`src/rtl/stb_drain_controller.sv`:
```
// Store-buffer drain controller: pops the head store and issues it to the dcache one at a time.
// Optional ack watchdog enabled by defining STB_DRAIN_TIMEOUT_EN.
module stb_drain_controller #(
  parameter int unsigned ADDR_W         = 32,
  parameter int unsigned DATA_W         = 32,
  parameter int unsigned TIMEOUT_CYCLES = 64
) (
  input  logic                  clk,
  input  logic                  rst_n,
  input  logic                  stb_empty,
  input  logic [ADDR_W-1:0]     stb_head_addr,
  input  logic [DATA_W-1:0]     stb_head_data,
  input  logic [DATA_W/8-1:0]   stb_head_sel,
  output logic                  stb_rd_en,
  input  logic                  lsummu2dcache_ld_req,
  input  logic                  lsummu2stb_fence,
  output logic                  stb2lsummu_fence_done,
  output logic                  stb2dcache_req,
  output logic                  stb2dcache_w_en,
  output logic [ADDR_W-1:0]     stb2dcache_addr,
  output logic [DATA_W-1:0]     stb2dcache_wdata,
  output logic [DATA_W/8-1:0]   stb2dcache_sel,
  input  logic                  dcache2stb_ack,
  output logic                  stb2lsummu_drain_err
);

  localparam int unsigned SelW = DATA_W / 8;

  typedef enum logic [1:0] {
    DrIdle = 2'b00,
    DrReq  = 2'b01
  } state_e;

  state_e            state_q, state_d;
  logic [ADDR_W-1:0] addr_q, addr_d;
  logic [DATA_W-1:0] data_q, data_d;
  logic [SelW-1:0]   sel_q, sel_d;
  logic              fence_pending_q, fence_pending_d;
  logic              req_active;

`ifdef STB_DRAIN_TIMEOUT_EN
  localparam int unsigned CntW = (TIMEOUT_CYCLES > 1) ? $clog2(TIMEOUT_CYCLES) : 1;
  localparam logic [CntW-1:0] CntMax = CntW'(TIMEOUT_CYCLES - 1);

  logic [CntW-1:0] wd_cnt_q, wd_cnt_d;
  logic            retry_q, retry_d;
  logic            err_q, err_d;

  // retry_q holds req low for the single re-issue bubble after a timeout
  assign req_active = (state_q == DrReq) && !retry_q;
  assign stb2lsummu_drain_err = err_q;

  always_comb begin
    wd_cnt_d = '0;
    retry_d  = 1'b0;
    err_d    = err_q;
    if (req_active && !dcache2stb_ack) begin
      if (wd_cnt_q == CntMax) begin
        retry_d = 1'b1;
        err_d   = 1'b1;
      end else begin
        wd_cnt_d = wd_cnt_q + 1'b1;
      end
    end
  end

  always_ff @(posedge clk or negedge rst_n) begin
    if (!rst_n) begin
      wd_cnt_q <= '0;
      retry_q  <= 1'b0;
      err_q    <= 1'b0;
    end else begin
      wd_cnt_q <= wd_cnt_d;
      retry_q  <= retry_d;
      err_q    <= err_d;
    end
  end
`else
  logic unused_timeout_cfg;
  assign unused_timeout_cfg   = ^TIMEOUT_CYCLES;
  assign req_active           = (state_q == DrReq);
  assign stb2lsummu_drain_err = 1'b0;
`endif

  always_comb begin
    state_d               = state_q;
    addr_d                = addr_q;
    data_d                = data_q;
    sel_d                 = sel_q;
    fence_pending_d       = fence_pending_q;
    stb_rd_en             = 1'b0;
    // rst_n gating keeps the combinational pulses quiet while reset is held
    stb2lsummu_fence_done = rst_n && fence_pending_q && stb_empty && (state_q == DrIdle);

    case (state_q)
      DrIdle: begin
        if (rst_n && !stb_empty && (!lsummu2dcache_ld_req || fence_pending_q)) begin
          stb_rd_en = 1'b1;
          addr_d    = stb_head_addr;
          data_d    = stb_head_data;
          sel_d     = stb_head_sel;
          state_d   = DrReq;
        end
      end
      DrReq: begin
        if (req_active && dcache2stb_ack) begin
          state_d = DrIdle;
        end
      end
      default: state_d = DrIdle;
    endcase

    if (stb2lsummu_fence_done) begin
      fence_pending_d = 1'b0;
    end else if (lsummu2stb_fence && !fence_pending_q) begin
      fence_pending_d = 1'b1;
    end
  end

  always_ff @(posedge clk or negedge rst_n) begin
    if (!rst_n) begin
      state_q         <= DrIdle;
      addr_q          <= '0;
      data_q          <= '0;
      sel_q           <= '0;
      fence_pending_q <= 1'b0;
    end else begin
      state_q         <= state_d;
      addr_q          <= addr_d;
      data_q          <= data_d;
      sel_q           <= sel_d;
      fence_pending_q <= fence_pending_d;
    end
  end

  assign stb2dcache_req   = req_active;
  assign stb2dcache_w_en  = req_active;
  assign stb2dcache_addr  = addr_q;
  assign stb2dcache_wdata = data_q;
  assign stb2dcache_sel   = sel_q;

endmodule

```
`config.mk`:
```
export PLATFORM = sky130hd
export DESIGN_NAME = stb_drain_controller
export DESIGN_NICKNAME = d
export VERILOG_FILES = /design/src/rtl/stb_drain_controller.sv
export SDC_FILE = /design/constraint.sdc
export NUM_CORES = 1
export LEC_CHECK = 0
export CAP_MARGIN = 20
export CORE_MARGIN = 2
export CORE_UTILIZATION = 42
export DETAILED_ROUTE_END_ITERATION = 16
export GPL_TIMING_DRIVEN = 0
export PLACE_DENSITY = 0.82
export SETUP_SLACK_MARGIN = 0.4
export SLEW_MARGIN = 15
export SYNTH_ARGS = -nofsm -noshare
export SYNTH_HDL_FRONTEND = slang
export SYNTH_SLANG_ARGS = --single-unit
```
`constraint.sdc`:
```
create_clock -name clk -period 2.3 [get_ports clk]
set_input_delay 0.46 -clock clk [delete_from_list [all_inputs] [get_ports clk]]
set_output_delay 0.46 -clock clk [all_outputs]
set_load 0.02 [all_outputs]
```
* Word-level counts from Yosys, hierarchy flattened *
Index checks and enable logic that the tools add are counted.
Widths: inputs -> output; s select.

operators by class
  shift-type cells = 0
  eq/ne operators = 3
  mux-type cells = 7
  reduce and logical (&&, ||, !) cells = 15
  bitwise operators = 0
  $add $sub $neg = 0
  div/mod/pow operators = 0
  multiply operators = 0
  magnitude comparators = 0

operator list
  kind                count
  $logic_and 1x1->1   7
  $mux 1              4
  $mux 2              2
  $ne 2x1->1 const B  2
  $pmux 2 s2          1
  $reduce_and 2->1    2
  $logic_not 1->1     3
  $eq 2x1->1 const B  1
  $logic_not 2->1     1
  $reduce_bool 2->1   1
  $logic_or 1x1->1    1

word-level totals
  register bits after elaboration = 71
  logic and storage cells = 30
  latch bits = 0
  memories = 0
  bits in read-only memories = 0
  bits in writable memories = 0

* Logic depth before layout (Yosys ltp) *
  depth after elaboration = 5
  mapped depth = 4

* Worst setup path before layout *
OpenSTA, ideal clock, no wires.

  path kind = reg2out
  from = register state_q[0]
  to = output port stb_rd_en
  required time = 1.840 ns
  arrival time = 1.106 ns
  slack = 0.734 ns
  cell stages (with the launch flop) = 5
  cell sequence = dfrtp_1 > nor2b_4 > nand3b_4 > clkbuf_8 > inv_1

on the way
  word-level cells in the longest chain between the ends = 2

ends and longest elaborated chain
  element                 line  RTL
  from (decl)             34    state_e state_q, state_d;
  from (signal assigned)  122   state_q <= DrIdle;
  from (signal assigned)  128   state_q <= state_d;
  $logic_not 2->1         95    case (state_q)
  $mux 1                  95
  to (decl)               14    output logic stb_rd_en,

No other way between the ends.

* Worst setup path after layout *
  from = input port stb_empty
  to = output port stb_rd_en

on the way
  word-level cells in the longest chain between the ends = 5

ends and longest elaborated chain
  element                         line  RTL
  from (decl)                     10    input logic stb_empty,
  $logic_not 1->1                 97    if (rst_n && !stb_empty && (!lsummu2dcache_ld_req || fence_pending_q)) begin
  $logic_and 1x1->1 (2 in a row)  97
  $mux 1                          97
  $mux 1                          95

No other way between the ends.

==> flow_metrics.py <==
metrics = {
    "synthesis": {
        "synthAdderAreaFrac": 0,
        "synthMuxAreaShare": 0.292,
        "yosysUniqueCellTypes": 14,
        "syn_area_per_cell_sq_um": 17.2,
        "synth_xor_area_frac": 0,
        "synthSimpleGateAreaFrac": 0.0208,
        "synth_top_family_by_area": "multiplexers",
        "ys_seq_elements": 70,
        "synth_cells": 157,
        "synth-compound-area-share": 0.00185,
        "yosys_warnings": 0,
        "synthesis.area_sq_mm": 0.00270,
        "postSynthNetCount": 231,
        "synth_seq_area_share": 0.648,
    },
    "floorplan": {
        "die_h_um": 84.2,
        "io_pins": 147,
        "start_util": 0.430,
        "die_w_um": 84.2,
        "die_area_sq_mm": 0.00709,
        "core_area_sq_mm": 0.00628,
        "row_count": 29,
    },
    "cts": {
        "cts_tree": "built",
        "cts.sinks": 70,
        "cts.path.max_buffers": 2,
        "root_buffer": "clkbuf_8",
        "h-tree-depth": 3,
        "cts_made_buffers": 9,
        "clkTransAtPathRegs_ps": 70,
        "clk_latency_ps": 340,
    },
    "timing": {
        "hold_violations": 0,
        "setup_violations": 0,
        "slew_headroom": 0.491,
        "drv_slew": 0,
        "finClkSkew_ps": 5.70,
        "worst_pin_slew_ps": 761,
        "setup_slack_ps": 437,
        "rsz0062_at_grt": "false",
        "fin_crit_ps": 1860,
        "fin_crit_sh": 0.810,
        "clock.fmax_mhz": 537,
    },
    "cells_and_area": {
        "final_cell_mix": "140 x clkdlybuf4s50_1, 69 x dfrtp_1, 62 x mux2_2",
        "final_util": 0.733,
        "layout.nets": 393,
        "layout_commonest_cell": "clkdlybuf4s50_1",
        "areaGrowthSynthToFinish_pct": 70.3,
        "design_area_sq_mm": 0.00460,
        "num_antenna_cells": 0,
        "drive_gt1_frac": 0.324,
        "n_fill_cell": 431,
    },
    "setup_path": {
        "cp_max_fo": 2,
        "cp_top_family": "buffers and inverters",
        "reg2reg_depth": 5,
        "path_buf_inv": 4,
        "start_kind": "input pin",
        "required_ps": 1840,
        "worstSetupPathType": "input pin to output port",
        "crit_slowest_cell": "clkdlybuf4s50_1",
        "timing.critical_path.cells": "clkdlybuf4s50_1 -> nand3b_4 -> clkbuf_16 -> inv_1 -> buf_4",
        "worstPathArrival_ps": 1400,
        "cp_num_cells": 5,
        "end_kind": "output port",
        "critPathMaxStageDelay_ps": 490,
    },
    "detailed_routing": {
        "vias_per_cell": 4.74,
        "via_count": 1902,
        "drt_iter0_markers": 31,
        "ant_nets": 0,
        "dr.pass1.iters": 2,
        "post-route-drc-count": 0,
        "wire_per_inst_um": 16.3,
        "totalWireLength_um": 6530,
    },
    "placed_design": {
        "pre_cts_slack_ps": -625,
        "place_area_sq_mm": 0.00427,
        "io_buffers": 145,
        "post-dp-hpwl_um": 4580,
        "place_congestion": 0.705,
    },
    "status": {
        "status": "finished, final reports clean",
    },
    "flow_run": {
        "cap_viol_max_count": 0,
    },
    "power": {
        "p_total_uw": 4450,
        "peakVddDrop_v": 0.000623,
        "power.leakage_uw": 0.00201,
        "power_density_mw_per_mm2": 967,
    },
    "grt": {
        "antenna_found_initial": 0,
        "grt_pass1_wl_um": 10600,
        "grt-ovfl-total": 0,
        "grt_max_degree": 19,
        "grt_pass1_vias": 2100,
        "grt_usage": 0.195,
    },
    "min_path": {
        "hold_class": "input pin to async pin",
    },
}
worst reg2reg max path: cells and delay by family, from the launching register on:
kind | cells | cell delay [ps]
AND/OR/NAND/NOR | 2 | 240
flip-flops | 1 | 390
multiplexers | 1 | 360
buffers and inverters | 2 | 390
per-stage QoR:
stage / hold WS, ps / instances / TNS (ps)
floorplan: 164 / 157 / 0
global placement: 485 / 379 / -278430
detailed placement: 451 / 380 / -1020
CTS: 22.3 / 401 / 0
global route: 13.4 / 401 / 0
finish: 29.1 / 401 / 0
kinds of logic after synthesis:
group	after synthesis
flops	70
mux	68
buf+inv	11
simple gates	6
compound gates	1
other cells	1
layer usage:
metal / GRT usage / up-vias / share of wire
met3: 0.0747 / 13 / 0.074
met5: 0 / - / 0
met4: 0.0572 / 0 / 0.016
met2: 0.332 / 85 / 0.51
met1: 0.230 / 942 / 0.40
li1: - / 862 / -
Yosys cell counts:
| cell type | count | area share |
|---|---|---|
| dfrtp_1 | 70 | 0.65 |
| mux2_2 | 62 | 0.26 |
| mux2_4 | 6 | 0.033 |
| buf_4 | 4 | 0.011 |
| buf_6 | 4 | 0.017 |
| inv_1 | 2 | 0.0028 |
| nor2_1 | 2 | 0.0028 |
| and3_1 | 1 | 0.0023 |
| clkbuf_8 | 1 | 0.0051 |
| conb_1 | 1 | 0.0014 |
| nand2b_2 | 1 | 0.0032 |
| nand3b_4 | 1 | 0.0074 |
| nor2b_4 | 1 | 0.0051 |
| o21ai_0 | 1 | 0.0019 |
layout make-up:
class,count,area [sq um],share of cell area
buffer,9,100,0.0218
clock buffer,14,193,0.0419
clock inverter,2,12.5,0.00272
inverter,2,7.51,0.00163
multi-input combinational,76,858,0.187
sequential,70,1750,0.381
tap,77,96.3,0.0209
timing repair buffer,151,1580,0.343
timing repair:
item / 4_1_cts / 5_1_grt
resized for setup: 16 / 3
endpoints found under the hold margin: 17 / 0
hold buffers: 1 / 0
endpoints found under the setup margin: 6 / 1
gates cloned: 2 / 0
setup buffers: 2 / 0
sequential cells by signal (all words and copies together), names as in the netlist:
| name | flops |
|---|---|
| stb2dcache_sel | 4 |
| state_q | 1 |
| stb2dcache_addr | 32 |
| stb2dcache_wdata | 32 |
| fence_pending_q | 1 |
final timing paths:
path                       slack, ps                              end                            start
hold reg to reg                  500  stb2dcache_wdata[1]$_DFFE_PN0P_  stb2dcache_wdata[1]$_DFFE_PN0P_
hold / removal                    30    stb2dcache_sel[1]$_DFFE_PN0P_                            rst_n
setup / recovery                 440                        stb_rd_en                        stb_empty
max in group asynchronous       1080  stb2dcache_wdata[1]$_DFFE_PN0P_                            rst_n
min in group clk                 500  stb2dcache_wdata[1]$_DFFE_PN0P_  stb2dcache_wdata[1]$_DFFE_PN0P_
setup reg to reg                 810  stb2dcache_wdata[5]$_DFFE_PN0P_      fence_pending_q$_DFFE_PN0P_
power breakdown:
group | internal (uW) | total [uW] | switching, uW | leakage [uW]
registers | 1560 | 1730 | 165 | 0.000822
logic | 987 | 1730 | 746 | 0.00108
clock network | 538 | 991 | 453 | 0.000105
No activity file was read; power rests on OpenSTA's default activity.
